## config.mk

```make
export PLATFORM = sky130hd
export DESIGN_NAME = ahb_traffic_master
export DESIGN_NICKNAME = d
export VERILOG_FILES = /design/src/rtl/ahb_traffic_master.sv
export SDC_FILE = /design/constraint.sdc
export NUM_CORES = 1
export LEC_CHECK = 0
export CORE_MARGIN = 3
export CORE_UTILIZATION = 54
export DETAILED_ROUTE_END_ITERATION = 10
export GPL_ROUTABILITY_DRIVEN = 0
export PLACE_DENSITY = 0.87
export SYNTH_ARGS = -nofsm -noshare
export SYNTH_HDL_FRONTEND = slang
export SYNTH_SLANG_ARGS = --single-unit
```

## constraint.sdc

```tcl
create_clock -name HCLK -period 10.4 [get_ports HCLK]
set_input_delay 1.04 -clock HCLK [delete_from_list [all_inputs] [get_ports HCLK]]
set_output_delay 1.04 -clock HCLK [all_outputs]
set_load 0.01 [all_outputs]
```

## src/rtl/ahb_traffic_master.sv

```systemverilog
// Self-checking AHB-Lite master: a write pass, then an LFSR-compared read-back pass over a word window.
// Latency: first address phase one cycle after start; with zero waits, done pulses 2*NUM_WORDS+2 cycles after start.
// Backpressure: address, control and HWDATA hold while HREADY=0; a two-cycle ERROR cancels the pending address phase and re-issues it.
module ahb_traffic_master #(
    parameter logic [31:0] BASE_ADDR = 32'h2000_0000,
    parameter int unsigned NUM_WORDS = 16,
    parameter logic [31:0] SEED      = 32'h1
) (
    input  logic        HCLK,
    input  logic        SysRST,
    input  logic        start,
    output logic [31:0] HADDR,
    output logic [1:0]  HTRANS,
    output logic        HWRITE,
    output logic [2:0]  HSIZE,
    output logic [2:0]  HBURST,
    output logic [3:0]  HPROT,
    output logic        HMASTLOCK,
    output logic [31:0] HWDATA,
    input  logic [31:0] HRDATA,
    input  logic        HREADY,
    input  logic        HRESP,
    output logic        busy,
    output logic        done,
    output logic [15:0] mismatch_cnt,
    output logic [15:0] err_cnt,
    output logic [31:0] first_fail_addr
);

    typedef enum logic [2:0] {S_IDLE, S_WRITE, S_READ, S_DRAIN, S_ERRWAIT} state_t;

    localparam logic [1:0]  TR_IDLE   = 2'b00;
    localparam logic [1:0]  TR_NONSEQ = 2'b10;
    localparam logic [15:0] LAST_IDX  = 16'(NUM_WORDS - 1);
    localparam logic [31:0] LFSR_MASK = 32'h0040_0007;

    state_t      state_q, state_d, ret_q, ret_d;
    logic        pend_q, pend_d;
    logic [15:0] idx_q, idx_d;
    logic [31:0] lfsr_q, lfsr_d;
    logic [1:0]  htrans_q, htrans_d;
    logic [31:0] haddr_q, haddr_d;
    logic        hwrite_q, hwrite_d;
    logic [31:0] hwdata_q, hwdata_d;
    logic        dp_vld_q, dp_vld_d;
    logic        dp_write_q, dp_write_d;
    logic [31:0] dp_addr_q, dp_addr_d;
    logic [31:0] dp_exp_q, dp_exp_d;
    logic        busy_q, busy_d;
    logic        done_q, done_d;
    logic [15:0] mis_q, mis_d;
    logic [15:0] err_q, err_d;
    logic [31:0] ffa_q, ffa_d;
    logic        seen_q, seen_d;

    logic ap_vld, ap_acc, mis_hit, err_first;

    function automatic logic [31:0] lfsr_step(input logic [31:0] v);
        return {v[30:0], 1'b0} ^ (v[31] ? LFSR_MASK : 32'h0);
    endfunction

    function automatic logic [15:0] sat_inc(input logic [15:0] v);
        return (v == 16'hFFFF) ? v : v + 16'd1;
    endfunction

    assign ap_vld    = (htrans_q == TR_NONSEQ);
    assign ap_acc    = HREADY && ap_vld;
    // Read data phase completing OK with data different from the regenerated pattern.
    assign mis_hit   = HREADY && !HRESP && dp_vld_q && !dp_write_q && (HRDATA != dp_exp_q);
    // First cycle of a two-cycle ERROR response; ERRWAIT already owns the second cycle.
    assign err_first = dp_vld_q && !HREADY && HRESP && (state_q != S_ERRWAIT) && (state_q != S_IDLE);

    // Next-state, address-phase generation, data-phase tracking and result counters.
    always_comb begin
        state_d    = state_q;
        ret_d      = ret_q;
        pend_d     = pend_q;
        idx_d      = idx_q;
        lfsr_d     = lfsr_q;
        htrans_d   = htrans_q;
        haddr_d    = haddr_q;
        hwrite_d   = hwrite_q;
        hwdata_d   = hwdata_q;
        dp_vld_d   = dp_vld_q;
        dp_write_d = dp_write_q;
        dp_addr_d  = dp_addr_q;
        dp_exp_d   = dp_exp_q;
        busy_d     = busy_q;
        done_d     = 1'b0;
        mis_d      = mis_q;
        err_d      = err_q;
        ffa_d      = ffa_q;
        seen_d     = seen_q;

        // The address phase on the bus becomes the data phase whenever HREADY completes a cycle.
        if (HREADY) begin
            dp_vld_d   = ap_vld;
            dp_write_d = hwrite_q;
            dp_addr_d  = haddr_q;
            dp_exp_d   = lfsr_q;
            if (ap_vld && hwrite_q) begin
                hwdata_d = lfsr_q;
            end
        end

        if (mis_hit) begin
            mis_d = sat_inc(mis_q);
        end
        if (err_first) begin
            err_d = sat_inc(err_q);
        end
        if ((mis_hit || err_first) && !seen_q) begin
            ffa_d  = dp_addr_q;
            seen_d = 1'b1;
        end

        case (state_q)
            S_IDLE: begin
                // A start landing on the done cycle belongs to the run that just ended.
                if (start && !done_q) begin
                    mis_d    = 16'd0;
                    err_d    = 16'd0;
                    ffa_d    = 32'd0;
                    seen_d   = 1'b0;
                    lfsr_d   = SEED;
                    idx_d    = 16'd0;
                    haddr_d  = BASE_ADDR;
                    hwrite_d = 1'b1;
                    htrans_d = TR_NONSEQ;
                    busy_d   = 1'b1;
                    state_d  = S_WRITE;
                end
            end
            S_WRITE, S_READ, S_DRAIN: begin
                if (err_first) begin
                    ret_d    = state_q;
                    pend_d   = ap_vld;
                    htrans_d = TR_IDLE;
                    state_d  = S_ERRWAIT;
                end else if (state_q == S_DRAIN) begin
                    if (HREADY && dp_vld_q) begin
                        done_d  = 1'b1;
                        busy_d  = 1'b0;
                        state_d = S_IDLE;
                    end
                end else if (ap_acc) begin
                    if (idx_q != LAST_IDX) begin
                        idx_d   = idx_q + 16'd1;
                        lfsr_d  = lfsr_step(lfsr_q);
                        haddr_d = haddr_q + 32'd4;
                    end else if (state_q == S_WRITE) begin
                        // Read pass starts without an idle cycle, regenerating the same pattern.
                        idx_d    = 16'd0;
                        lfsr_d   = SEED;
                        haddr_d  = BASE_ADDR;
                        hwrite_d = 1'b0;
                        state_d  = S_READ;
                    end else begin
                        htrans_d = TR_IDLE;
                        state_d  = S_DRAIN;
                    end
                end
            end
            S_ERRWAIT: begin
                // Errored transfer completes here; it is neither retried nor compared.
                if (HREADY) begin
                    if (pend_q) begin
                        htrans_d = TR_NONSEQ;
                        state_d  = ret_q;
                    end else begin
                        done_d  = 1'b1;
                        busy_d  = 1'b0;
                        state_d = S_IDLE;
                    end
                end
            end
            default: state_d = S_IDLE;
        endcase
    end

    // State and output registers; reset returns the bus to IDLE at once.
    always_ff @(posedge HCLK or posedge SysRST) begin
        if (SysRST) begin
            state_q    <= S_IDLE;
            ret_q      <= S_IDLE;
            pend_q     <= 1'b0;
            idx_q      <= 16'd0;
            lfsr_q     <= 32'd0;
            htrans_q   <= TR_IDLE;
            haddr_q    <= 32'd0;
            hwrite_q   <= 1'b0;
            hwdata_q   <= 32'd0;
            dp_vld_q   <= 1'b0;
            dp_write_q <= 1'b0;
            dp_addr_q  <= 32'd0;
            dp_exp_q   <= 32'd0;
            busy_q     <= 1'b0;
            done_q     <= 1'b0;
            mis_q      <= 16'd0;
            err_q      <= 16'd0;
            ffa_q      <= 32'd0;
            seen_q     <= 1'b0;
        end else begin
            state_q    <= state_d;
            ret_q      <= ret_d;
            pend_q     <= pend_d;
            idx_q      <= idx_d;
            lfsr_q     <= lfsr_d;
            htrans_q   <= htrans_d;
            haddr_q    <= haddr_d;
            hwrite_q   <= hwrite_d;
            hwdata_q   <= hwdata_d;
            dp_vld_q   <= dp_vld_d;
            dp_write_q <= dp_write_d;
            dp_addr_q  <= dp_addr_d;
            dp_exp_q   <= dp_exp_d;
            busy_q     <= busy_d;
            done_q     <= done_d;
            mis_q      <= mis_d;
            err_q      <= err_d;
            ffa_q      <= ffa_d;
            seen_q     <= seen_d;
        end
    end

    assign HADDR           = haddr_q;
    assign HTRANS          = htrans_q;
    assign HWRITE          = hwrite_q;
    assign HWDATA          = hwdata_q;
    assign HSIZE           = 3'b010;
    assign HBURST          = 3'b000;
    assign HPROT           = 4'b0011;
    assign HMASTLOCK       = 1'b0;
    assign busy            = busy_q;
    assign done            = done_q;
    assign mismatch_cnt    = mis_q;
    assign err_cnt         = err_q;
    assign first_fail_addr = ffa_q;

endmodule

```

==> run_results.csv <==
group,metric,value,unit
final_layout,antenna_cells,0,
sta,final.setup.tns,0,ps
sta,final_setup_margin,6582,ps
power_and_ir_drop,power_density,136.9,nW/um^2
place,worst_setup_slack_after_placement,6104,ps
min_path,min-delay-start,"dp_addr_q[26]",
yosys,synthTopCellsByArea,"sky130_fd_sc_hd__dfrtp_1, sky130_fd_sc_hd__mux2_2, sky130_fd_sc_hd__xnor2_1, sky130_fd_sc_hd__nand3_1, sky130_fd_sc_hd__a21oi_1",
route,wl_met3,2173,um
sta,timing.slew.headroom,13.73,%
power_and_ir_drop,seqPwrFrac,50.4,%
final_layout,fin_util,68.51,%
power_and_ir_drop,total_power,1.928,mW
cts,max-clock-path-buffers,3,
yosys,post_synth_inst_count,1045,
cts,worstSkewPairLatency,520,ps
critical_path,r2r_cells,7,
place,place.detailed.hpwl,18040,um
route,drt-wirelength-per-cell,18.98,um
die,initial_standard_cell_utilization_of_the_core,55.98,%
route,routed_vias,8830,
cts,cts_inserted_buffers,26,
place,instance_count_after_placement_with_tap_cells_included,1423,
die,floorplan_die_area,23100,sq um
power_and_ir_drop,power_frac_comb,2.8,%
place,detailed_place.area,13250,sq um
yosys,synth-main-ff-cell,"sky130_fd_sc_hd__dfrtp_1",
route,detail_route.wirelength,27920,um
final_layout,flow.area_growth_from_synthesis,22.38,%
yosys,synth.cells.most_frequent,"sky130_fd_sc_hd__dfrtp_1, sky130_fd_sc_hd__mux2_2, sky130_fd_sc_hd__nand3_1",
job,timing.max_cap.violations,0,
run_status,run_status,"completed",
final_layout,instances_no_fill,1471,
yosys,synth.yosys.seq_area_share,54.35,%
critical_path,cp_data_arrival_time,4250,ps
critical_path,r2r_setup_slack,6740,ps
yosys,syn_avg_cell_area,11.01,sq um
final_layout,drive_above_1_share,13.99,%
critical_path,critical_path_peak_fanout,77,
final_layout,finalNetCount,1223,
die,placement_rows,52,
route,drt_met1_wl,11590,um
critical_path,critical_path.endpoint_type,"register",
final_layout,final_design_area_no_fill,14090,sq um
global_routing,grt_antenna_before_repair,0,
sta,max_freq,0.2619,GHz
yosys,netlist.top_cell.by_area,"sky130_fd_sc_hd__dfrtp_1",
global_routing,grt_util_all_layers,23.80,%
critical_path,crit-reg2reg-capture,"HADDR[31]",
critical_path,timing.critical_path.cells,"buf_2 > buf_4 > a32oi_1 > a21oi_1 > nand2_1 > buf_4 > or4_1 > a21oi_1",
global_routing,grt.overflow.total,0,
critical_path,worst_ep_required_time,10830,ps
place,io_buffers,166,
sta,holdWs,499.7,ps
sta,clock_skew,8.661,ps
die,core_region_area,20560,sq um
die,top_level_ports,181,
critical_path,timing.setup.critical_path_class,"input pin to register",
yosys,synth.most_common_cell,"sky130_fd_sc_hd__dfrtp_1",
yosys,yosys_register_bits,250,
sta,hold_violations,0,
route,detailroute.wirelength.met2,13460,um
cts,post_cts.repair.setup_buffers,0,
power_and_ir_drop,total_leakage_power,6.220,nW
cts,tritoncts_clock_tree,"yes",
yosys,synthArstFlopShare,100.0,%
yosys,mapped_cell_area,11510,sq um
route,highest_metal_layer_used_by_the_detailed_router,"met4",
global_routing,grt_pass1_wl,46510,um
route,iteration_0_drc_markers,553,
cts,clk_root_buffer_cell,"sky130_fd_sc_hd__clkbuf_16",
power_and_ir_drop,netSwitchingFraction,21.45,%
cts,cts-hold-fix-buffers,0,
yosys,yosysUniqueCellTypes,58,
power_and_ir_drop,clock_network_fraction_of_design_power,46.8,%
sta,fin_crit,3818,ps
cts,cts.clk_slew.worst_paths,60,ps
yosys,number_of_enable_type_register_cells_in_the_synthesized_netlist,0,
min_path,min_path_type,"register to register",
sta,timing_max_transition_violations_final,0,
die,die_y,152.0,um
global_routing,grt_max_degree,110,
power_and_ir_drop,power_switching,0.4136,mW
route,antenna_left,0,
cts,htree_num_levels,1,
sta,worstMarginPinSlew,1284,ps
min_path,hold_path_end,"dp_addr_q[26]",
critical_path,startpoint_type,"input pin",
critical_path,r2r-start,"state_q[1]",
power_and_ir_drop,internal_power,1.515,mW
yosys,synth_largest_type_area_fraction,54.35,%
critical_path,cpMaxStageDelayCell,"sky130_fd_sc_hd__a21oi_1",
sta,layout_worst_path_cycle_share,36.71,%
cts,clock_sinks,250,
route,first_pass_iters,6,
route,drc,0,
die,chipWidth,152.0,um
route,drt-vias-per-instance,6.003,
min_path,hold_path_cell_cnt,1,
power_and_ir_drop,max-vdd-ir-drop,0.0001341,V
sta,report.final.setup_viol,0,
critical_path,timing.critical_path.slowest_cell_delay,780,ps
cts,postCtsResizedCells,0,
global_routing,first_global_vias,8758,
yosys,yosysWarnings,0,
sta,rsz0062_at_grt,"false",
final cells by class:
cell class	instances	area, sq um
multi-input combinational	715	4873
clock buffer	34	732.0
tap	270	337.8
sequential	250	6256
clock inverter	13	101.3
inverter	13	56.30
fill	1506	6474
timing repair buffer	176	1729
placed cells by master, fill, tap and decap left out, types with 8 or more instances in the layout:
master | synthesis | final
sky130_fd_sc_hd__dfrtp_1 | 250 | 250
sky130_fd_sc_hd__clkdlybuf4s50_1 | 0 | 165
sky130_fd_sc_hd__mux2_2 | 100 | 100
sky130_fd_sc_hd__nand3_1 | 68 | 68
sky130_fd_sc_hd__nor2_1 | 67 | 66
sky130_fd_sc_hd__a21oi_1 | 60 | 60
sky130_fd_sc_hd__xnor2_1 | 59 | 59
sky130_fd_sc_hd__o21ai_0 | 49 | 49
sky130_fd_sc_hd__nand2_1 | 44 | 44
sky130_fd_sc_hd__nor3_1 | 36 | 36
sky130_fd_sc_hd__nand4_1 | 33 | 33
sky130_fd_sc_hd__a22o_1 | 33 | 33
sky130_fd_sc_hd__clkbuf_16 | 0 | 27
sky130_fd_sc_hd__nor4_1 | 22 | 22
sky130_fd_sc_hd__xor2_1 | 15 | 15
sky130_fd_sc_hd__conb_1 | 2 | 14
sky130_fd_sc_hd__or3_1 | 13 | 13
sky130_fd_sc_hd__and3_1 | 12 | 12
sky130_fd_sc_hd__inv_1 | 13 | 12
sky130_fd_sc_hd__mux2i_1 | 11 | 11
sky130_fd_sc_hd__and4_1 | 10 | 10
sky130_fd_sc_hd__or4_1 | 10 | 10
sky130_fd_sc_hd__buf_4 | 16 | 9
sky130_fd_sc_hd__clkinv_2 | 0 | 8
sequential cells by signal, indices dropped and copies added (netlist names), 3 cells and up:
name and cells:
first_fail_addr 32, mismatch_cnt 16, dp_addr_q 30, HADDR 30, err_cnt 16, lfsr_q 32, ret_q 3, HWDATA 32
dp_exp_q 32, state_q 3, idx_q 16
cell families after synthesis:
logic type	count (synthesis)	synth area share, %
adders and majority gates	4	0.4348
xor gates and xnor gates	74	5.631
muxes	111	10.74
AOI/OAI and AO/OA	172	9.316
buffers and inverters	92	3.827
DFF	250	54.35
other	2	0.06525
and+or+nand+nor	340	15.63
worst max-delay path by stage:
stage | start | endpoint | depth (start not counted)
6_report | HREADY | HADDR[31] | 8
5_1_grt | HREADY | HADDR[22] | 9
4_1_cts | HREADY | HADDR[31] | 8
3_5_place_dp | HREADY | HADDR[23] | 9
3_3_place_gp | HREADY | HADDR[23] | 9
2_1_floorplan | SysRST | HADDR[10] | 1
layer usage:
layer | track usage (%) | vias up
li1 | - | 4021
met4 | 6.849 | 0
met2 | 39.18 | 346
met5 | 0 | -
met3 | 4.835 | 58
met1 | 32.40 | 4405
power groups by stage:
stage	combinational (mW)	clock [mW]	sequential (mW)
after floorplan	0.0350	0	0.991
after global placement	0.0546	0	0.990
after detailed placement	0.0552	0	0.990
after CTS	0.0553	0.915	0.973
after global routing	0.0600	0.957	0.972
final	0.0539	0.902	0.973
critical path: cells and delay by family:
| kind | cells | cell delay [ps] |
|---|---|---|
| buffers and inverters | 3 | 1130 |
| AOI/OAI and AO/OA | 3 | 1340 |
| and+or+nand+nor | 2 | 670 |
(Power assumes the default switching activity.)
